==> config.mk <==
export PLATFORM = sky130hd
export DESIGN_NAME = display_scan
export DESIGN_NICKNAME = d
export VERILOG_FILES = /design/src/rtl/display_pkg.sv /design/src/rtl/scan_prescaler.sv /design/src/rtl/display_scan.sv
export SDC_FILE = /design/constraint.sdc
export NUM_CORES = 1
export LEC_CHECK = 0
export CORE_MARGIN = 2
export CORE_UTILIZATION = 53
export DETAILED_ROUTE_END_ITERATION = 8
export DONT_BUFFER_PORTS = 1
export MAX_ROUTING_LAYER = met4
export PLACE_DENSITY = 0.71
export SKIP_LAST_GASP = 1
export SYNTH_ARGS = -nofsm -noshare
export SYNTH_HDL_FRONTEND = slang
export SYNTH_SLANG_ARGS = --single-unit
==> constraint.sdc <==
create_clock -name clk -period 6.15 [get_ports clk]
set_clock_uncertainty 0.05 [all_clocks]
set_input_delay 0.3075 -clock clk [delete_from_list [all_inputs] [get_ports clk]]
set_output_delay 0.3075 -clock clk [all_outputs]
set_load 0.01 [all_outputs]
==> src/rtl/display_pkg.sv <==
// Shared display helpers: digit-select polarity, counter widths and
// nibble slicing for multi-digit values feeding seven_seg decoders.
package display_pkg;

   localparam logic [7:0] SEL_IDLE_HIGH = 8'h00;
   localparam logic [7:0] SEL_IDLE_LOW  = 8'hFF;

   function automatic int cnt_w(input int n);
      return (n < 2) ? 1 : $clog2(n);
   endfunction

   function automatic logic [3:0] nibble(input logic [31:0] v,
                                         input int i);
      return v[4*i +: 4];
   endfunction

endpackage

==> src/rtl/scan_prescaler.sv <==
// Slot prescaler and digit index counter with next-state outputs so
// the scanner's output flops line up with the counter state.
module scan_prescaler
   import display_pkg::*;
#(
   parameter int DIGITS   = 4,
   parameter int PRESCALE = 1000,
   localparam int PW = cnt_w(PRESCALE),
   localparam int IW = cnt_w(DIGITS)
) (
   input  logic          clk,
   input  logic          rst_n,
   output logic [PW-1:0] pcnt_nxt,
   output logic [IW-1:0] idx_nxt,
   output logic          boundary
);

   logic [PW-1:0] pcnt;
   logic [IW-1:0] idx;
   logic          wrap;

   always_comb begin
      wrap     = (pcnt == PW'(PRESCALE - 1));
      boundary = wrap && (idx == IW'(DIGITS - 1));
      pcnt_nxt = wrap ? '0 : pcnt + PW'(1);
      if (boundary)
         idx_nxt = '0;
      else if (wrap)
         idx_nxt = idx + IW'(1);
      else
         idx_nxt = idx;
   end

   always_ff @(posedge clk or negedge rst_n) begin
      if (!rst_n) begin
         pcnt <= '0;
         idx  <= '0;
      end else begin
         pcnt <= pcnt_nxt;
         idx  <= idx_nxt;
      end
   end

endmodule

==> src/rtl/display_scan.sv <==
// Time-multiplexed digit scanner with dead time, leading-zero blanking
// and frame-boundary value updates, upstream of seven_seg.
module display_scan
   import display_pkg::*;
#(
   parameter int DIGITS           = 4,
   parameter int PRESCALE         = 1000,
   parameter int DEAD             = 2,
   parameter int ANODE_ACTIVE_LOW = 0,
   parameter int BLANK_LZ         = 1
) (
   input  logic                  clk,
   input  logic                  rst_n,
   input  logic                  load,
   input  logic [4*DIGITS-1:0]   value,
   input  logic [DIGITS-1:0]     dp_in,
   output logic [3:0]            bcd,
   output logic                  dp,
   output logic [DIGITS-1:0]     digit_en,
   output logic                  frame_start
);

   localparam int PW = cnt_w(PRESCALE);
   localparam int IW = cnt_w(DIGITS);
   localparam logic [DIGITS-1:0] IDLE = (ANODE_ACTIVE_LOW != 0) ?
      SEL_IDLE_LOW[DIGITS-1:0] : SEL_IDLE_HIGH[DIGITS-1:0];

   logic [PW-1:0]       pcnt_nxt;
   logic [IW-1:0]       idx_nxt;
   logic                boundary;
   logic [4*DIGITS-1:0] act, act_n, pend;
   logic [DIGITS-1:0]   act_dp, act_dp_n, pend_dp;
   logic                pend_valid;
   logic [DIGITS-1:0]   blank, sel;
   logic                any;

   scan_prescaler #(
      .DIGITS   (DIGITS),
      .PRESCALE (PRESCALE)
   ) u_pre (
      .clk      (clk),
      .rst_n    (rst_n),
      .pcnt_nxt (pcnt_nxt),
      .idx_nxt  (idx_nxt),
      .boundary (boundary)
   );

   // A load on the boundary edge bypasses pending straight into active.
   always_comb begin
      act_n    = act;
      act_dp_n = act_dp;
      if (boundary) begin
         if (load) begin
            act_n    = value;
            act_dp_n = dp_in;
         end else if (pend_valid) begin
            act_n    = pend;
            act_dp_n = pend_dp;
         end
      end
   end

   always_comb begin
      any   = 1'b0;
      blank = '0;
      for (int i = DIGITS - 1; i >= 0; i--) begin
         any = any || act_dp_n[i] ||
               (nibble(32'(act_n), i) != 4'd0);
         blank[i] = (BLANK_LZ != 0) && (i != 0) && !any;
      end
   end

   always_comb begin
      sel = '0;
      if (((DEAD == 0) || (pcnt_nxt >= PW'(DEAD))) && !blank[idx_nxt])
         sel[idx_nxt] = 1'b1;
   end

   always_ff @(posedge clk or negedge rst_n) begin
      if (!rst_n) begin
         act         <= '0;
         act_dp      <= '0;
         pend        <= '0;
         pend_dp     <= '0;
         pend_valid  <= 1'b0;
         bcd         <= 4'd0;
         dp          <= 1'b0;
         digit_en    <= IDLE;
         frame_start <= 1'b0;
      end else begin
         act    <= act_n;
         act_dp <= act_dp_n;
         if (load) begin
            pend    <= value;
            pend_dp <= dp_in;
         end
         if (boundary)
            pend_valid <= 1'b0;
         else if (load)
            pend_valid <= 1'b1;
         bcd         <= nibble(32'(act_n), int'(idx_nxt));
         dp          <= act_dp_n[idx_nxt];
         digit_en    <= sel ^ IDLE;
         frame_start <= boundary;
      end
   end

endmodule

# Yosys cells after proc, flatten, opt, wreduce, memory -nomap -nowiden
# Index checks and enable logic that the tools add are counted.
[totals]
in_bits = 23
register_bits = 63
output_inout_bits = 10
word_cells = 53
[op_classes]
eq_ne = 2
n_reduce_logical = 16
n_lt_le_gt_ge = 3
shift = 1
addsub = 2
n_mux = 18
[ops]
columns = ["operator", "n"]
rows = [
  ["2-to-1 mux 16 bit", 3],
  ["variable part select 32 x 5 -> 4 bit", 1],
  ["2-to-1 mux 4 bit", 4],
  ["nonzero test 4 bit", 3],
  ["adder 10 x 1 -> 10 bit, second input constant", 1],
  ["equality test 10 bit, second input constant", 1],
  ["greater-or-equal comparator 10 x 2 -> 1 bit, second input constant", 1],
  ["2-to-1 mux 10 bit", 1],
  ["logical OR 1 bit", 5],
  ["2-to-1 mux 1 bit", 5],
  ["binary-select mux 1 bit (select 2 bit)", 2],
  ["zero test 1 bit", 4],
  ["2-to-1 mux 2 bit", 2],
  ["logical AND 1 bit", 3],
  ["less-than comparator 2 x 3 -> 1 bit, second input constant", 1],
  ["adder 2 x 1 -> 2 bit, second input constant", 1],
  ["demux 1 bit (select 2 bit)", 1],
  ["equality test 2 bit, second input constant", 1],
  ["greater-or-equal comparator 2 x 1 -> 1 bit, second input constant", 1],
  ["nonzero test 2 bit", 1],
]

# Longest topological paths before layout
[depth]
depth_word = 15
ltp_mapped = 9

# Modules after synthesis
# From an unflattened synthesis, not the netlist that was laid out.
[hier_totals]
cells_unflattened = 216
hier_area_um2 = 2736.4
[modules_own_cells]
columns = ["module", "instances", "cells_per_inst", "area_each_um2"]
rows = [
  ["display_scan", 1, 163, 2155.8],
  ["scan_prescaler", 1, 53, 580.6],
]

# Worst setup path after synthesis
# No wires, ideal clock.
[synth_path]
kind = "reg-to-reg"
startpoint = "register u_pre.pcnt[3]"
endpoint = "register digit_en[1]"
path_stages_with_launch = 9
arrival_ns = 2.363
setup_slack_ns = 3.588
period_less_slack_ns = 2.562
cell_sequence = "dfrtp_1 -> buf_6 -> or3b_4 -> or3_4 -> buf_6 -> o31a_1 -> or4_4 -> nor2_4 -> a311oi_1"
[synth_via]
elab_chain_len = 15
[synth_lines]
columns = ["element", "line_no", "source"]
rows = [
  ["start, declared", "scan_prescaler.sv:18", "logic [PW-1:0] pcnt;"],
  ["start signal, assigned", "scan_prescaler.sv:39", "pcnt <= pcnt_nxt;"],
  ["equality test 10 bit *", "scan_prescaler.sv:23", "wrap = (pcnt == PW'(PRESCALE - 1));"],
  ["logical AND 1 bit *", "scan_prescaler.sv:24", "boundary = wrap && (idx == IW'(DIGITS - 1));"],
  ["2-to-1 mux 16 bit *", "display_scan.sv:52", "if (boundary) begin"],
  ["net act_n[12]", "display_scan.sv:31", "logic [4*DIGITS-1:0] act, act_n, pend;"],
  ["nonzero test 4 bit *", "display_scan.sv:68", "(nibble(32'(act_n), i) != 4'd0);"],
  ["logical OR 1 bit *", "display_scan.sv:67", "any = any || act_dp_n[i] ||"],
  ["logical OR 1 bit (4 in a row)", "display_scan.sv:67", ""],
  ["zero test 1 bit", "display_scan.sv:69", "blank[i] = (BLANK_LZ != 0) && (i != 0) && !any;"],
  ["binary-select mux 1 bit (select 2 bit) *", "display_scan.sv:75", "if (((DEAD == 0) || (pcnt_nxt >= PW'(DEAD))) && !blank[idx_nxt])"],
  ["2-to-1 mux 1 bit (not written as such) *", "display_scan.sv:75", ""],
  ["zero test 1 bit *", "display_scan.sv:75", ""],
  ["logical AND 1 bit *", "display_scan.sv:75", ""],
  ["2-to-1 mux 4 bit *", "display_scan.sv:75", ""],
  ["net sel[1]", "display_scan.sv:34", "logic [DIGITS-1:0] blank, sel;"],
  ["end signal, assigned", "display_scan.sv:103", "digit_en <= sel ^ IDLE;"],
  ["end, declared", "display_scan.sv:19", "output logic [DIGITS-1:0] digit_en,"],
]
# Mark *: on every way through the listed nets, which the timed path passes. The rest lies on a longest branch. The select of a mux whose other input is x is not followed.
# A chain may end at the register's enable or synchronous reset.

# Final worst setup path
[layout_path]
startpoint = "register u_pre.pcnt[3]"
endpoint = "register digit_en[1]"
[layout_rtl]
columns = ["element", "line_no", "source"]
rows = [
  ["equality test 10 bit *", "scan_prescaler.sv:23", ""],
  ["logical AND 1 bit *", "scan_prescaler.sv:24", ""],
  ["2-to-1 mux 4 bit *", "display_scan.sv:52", ""],
  ["net act_dp_n[3]", "display_scan.sv:32", "logic [DIGITS-1:0] act_dp, act_dp_n, pend_dp;"],
  ["logical OR 1 bit *", "display_scan.sv:67", ""],
  ["logical OR 1 bit (4 in a row)", "display_scan.sv:67", ""],
  ["zero test 1 bit", "display_scan.sv:69", ""],
  ["binary-select mux 1 bit (select 2 bit) *", "display_scan.sv:75", ""],
  ["2-to-1 mux 1 bit (not written as such) *", "display_scan.sv:75", ""],
  ["zero test 1 bit *", "display_scan.sv:75", ""],
  ["logical AND 1 bit *", "display_scan.sv:75", ""],
  ["2-to-1 mux 4 bit *", "display_scan.sv:75", ""],
  ["net sel[1]", "display_scan.sv:34", ""],
]
# Marked as above.

==> flow_summary.json <==
{
  "globalRouteOverflowTotal": 0,
  "avgSynthCellArea_um2": 11.6,
  "cts_inserted_buffers": 9,
  "initial_core_util": 0.554,
  "hpwl_um": 3510,
  "r2r_setup_slack_ns": 2.94,
  "drive_above_1_share": 0.155,
  "max_freq_mhz": 311,
  "cts_tree": "done",
  "synth-main-ff-cell": "dfrtp_1",
  "chipHeight_um": 77.3,
  "path_clk_slew_ns": 0.07,
  "tns_ns": 0,
  "final_cells": 322,
  "peakVddDrop_uv": 173,
  "cp.arrival_ns": 3.34,
  "fin_area_mm2": 0.00313,
  "hold_slack_ns": 0.0444,
  "synth_warnings": 0,
  "period_share": 0.522,
  "io_pins": 33,
  "grt_pass1_vias": 1809,
  "crit_type": "reg -> reg",
  "syn_inst": 245,
  "max_stage_delay_ns": 0.98,
  "die_area_mm2": 0.00598,
  "critical_path.cell_chain": "or3b_4, nor4_4, mux2_2, or4_4, nor2_4, a311oi_1",
  "ys_types": 46,
  "p_total_mw": 0.844,
  "maxCapViolCount": 0,
  "antennaDiodeCount": 0,
  "die_w_um": 77.3,
  "synth_seq_area_share": 0.553,
  "path_max_fanout": 24,
  "synth_top_area_frac": 0.553,
  "drtIter0Drc": 90,
  "cts_htree_levels": 3,
  "netlist_top_cells_count": "dfrtp_1, mux2i_1, nor2_1",
  "r2r-start": "u_pre.pcnt[3]",
  "synth_area_leaders": "dfrtp_1, mux2i_1, mux2_2",
  "final_nets": 272,
  "gp_congestion": 0.874,
  "wl_um": 5240,
  "post_cts_buffers": 0,
  "clock_latency_ns": 0.34,
  "finalHoldViolations": 0,
  "syn_nets": 270,
  "ant_nets": 0,
  "firstDrtPassIters": 4,
  "synth_top_cell_by_area": "dfrtp_1",
  "synthArstFlopShare": 1.00,
  "ys_ff_latch": 63,
  "cts_sinks": 63,
  "avgViaCountPerCell": 5.57,
  "synth_most_common_cell": "dfrtp_1",
  "synth_edf_count": 0,
  "rsz0062_at_grt": "false",
  "cts_max_path_buffers": 2,
  "hold-path-endpoint": "pend[3]",
  "finalCriticalPeriod_ns": 3.21,
  "cp_data_required_time_ns": 6.28,
  "min_delay_path_depth": 1,
  "min_path_type": "in -> reg",
  "p_per_area_mw_per_mm2": 270,
  "drv_slew": 0,
  "crit_buf_inv": 0,
  "drc": 0,
  "r2r_cells": 6,
  "outcome": "finished, final reports clean",
  "wl_per_cell_um": 16.3,
  "syn_to_final_growth_pct": 9.84,
  "vias": 1794,
  "grt_pass1_wl_um": 8810,
  "slowest_stage": "nor4_4",
  "setup_viol": 0,
  "start_kind": "flop",
  "antenna_found_initial": 0,
  "cts-root-buf": "clkbuf_8",
  "grt_max_degree": 64,
  "slew_headroom": 0.196,
  "end_kind": "flop",
  "grt_usage": 0.201,
  "coreArea_mm2": 0.00514,
  "syn_area_mm2": 0.00285,
  "r2r_end": "digit_en[1]",
  "leakagePower_nw": 1.51,
  "min_from": "value[3]",
  "io_buffers": 0,
  "worst_pin_slew_ns": 1.20,
  "placed_area_mm2": 0.00289,
  "cp_top_family": "simple AND/OR/NAND/NOR gates",
  "placed_cells": 304,
  "std_cell_rows": 26
}
-- routing by layer --
| metal | wire length [um] | vias to the layer above | track usage |
|---|---|---|---|
| met5 | 0 | - | - |
| met4 | 151 | 0 | 0.116 |
| met3 | 172 | 14 | 0.0400 |
| met1 | 2600 | 865 | 0.275 |
| li1 | - | 871 | - |
| met2 | 2310 | 44 | 0.278 |
-- repair_timing --
action                                 CTS  global route
endpoints found under the hold margin   63             0
hold buffers                             2             0
resized for setup                        0             0
-- registers in the layout, indices dropped and copies added, names as in the netlist, 2 cells and up --
signal and count:
act 16, u_pre.pcnt 10, bcd 4, act_dp 4, digit_en 4, pend_dp 4, pend 16, u_pre.idx 2
-- stage by stage --
stage | setup slack [ns] | util
floorplan | 3.59 | -
global placement | 3.04 | 0.562
detailed placement | 2.97 | 0.562
CTS | 2.93 | 0.609
global route | 2.70 | 0.609
finish | 2.94 | 0.609
-- cells by family after synthesis --
family,Yosys count,synth area share
multiplexers,40,0.148
adder cells (fa/ha/maj),2,0.00878
XOR/XNOR,9,0.0277
AND/OR/NAND/NOR,65,0.124
flip-flops,63,0.553
buffers and inverters,28,0.0444
AO/OA/AOI/OAI,38,0.0944
-- worst register-to-register path, cell delays in order (launching register included) --
cell and delay (ns):
dfrtp_1 0.46, or3b_4 0.45, nor4_4 0.98, mux2_2 0.46
or4_4 0.43, nor2_4 0.12, a311oi_1 0.10
-- cell usage in the layout, fill, tap and decap left out, types with 2 or more instances in the layout --
master	netlist	final
a21o_1	6	6
a21oi_1	12	12
a22o_1	2	2
a31oi_1	2	2
a41o_1	3	3
and2_1	2	2
bufinv_16	0	2
clkbuf_1	3	3
clkbuf_8	0	9
clkinv_2	0	2
dfrtp_1	63	63
ha_1	2	2
inv_1	15	15
mux2_2	16	16
mux2i_1	24	24
nand2_1	3	3
nand3_1	7	7
nand4_1	3	3
nor2_1	24	24
nor3_1	11	11
nor4_1	2	2
o21ai_0	2	2
o31a_1	3	3
o31ai_1	2	2
or3_1	2	2
xnor2_1	5	5
xor2_1	4	4
-- cell type report --
type                    count  area [um^2]
fillers                   449         2010
flip-flops and latches     63         1580
multi-input cells         154         1150
clock buffers              12          135
well taps                  70         87.6
clock inverters             4         70.1
inverters                  16         60.1
repair buffers              3         45.0
-- power by group --
group	total [mW]	switching, mW	internal (mW)
sequential	0.431	0.00338	0.427
clock	0.381	0.154	0.227
combinational	0.0322	0.0182	0.0140
total	0.844	0.175	0.669
-- worst max-delay path by stage --
stage	startpoint	end	slack (ns)	depth (start not counted)
2_1_floorplan	u_pre.pcnt[3]	digit_en[1]	3.59	8
3_3_place_gp	u_pre.pcnt[3]	digit_en[1]	3.04	6
3_5_place_dp	u_pre.pcnt[3]	digit_en[1]	2.97	6
4_1_cts	u_pre.pcnt[3]	digit_en[1]	2.93	6
5_1_grt	u_pre.pcnt[0]	digit_en[1]	2.70	7
6_report	u_pre.pcnt[3]	digit_en[1]	2.94	6
No activity file was read; power rests on OpenSTA's default activity.
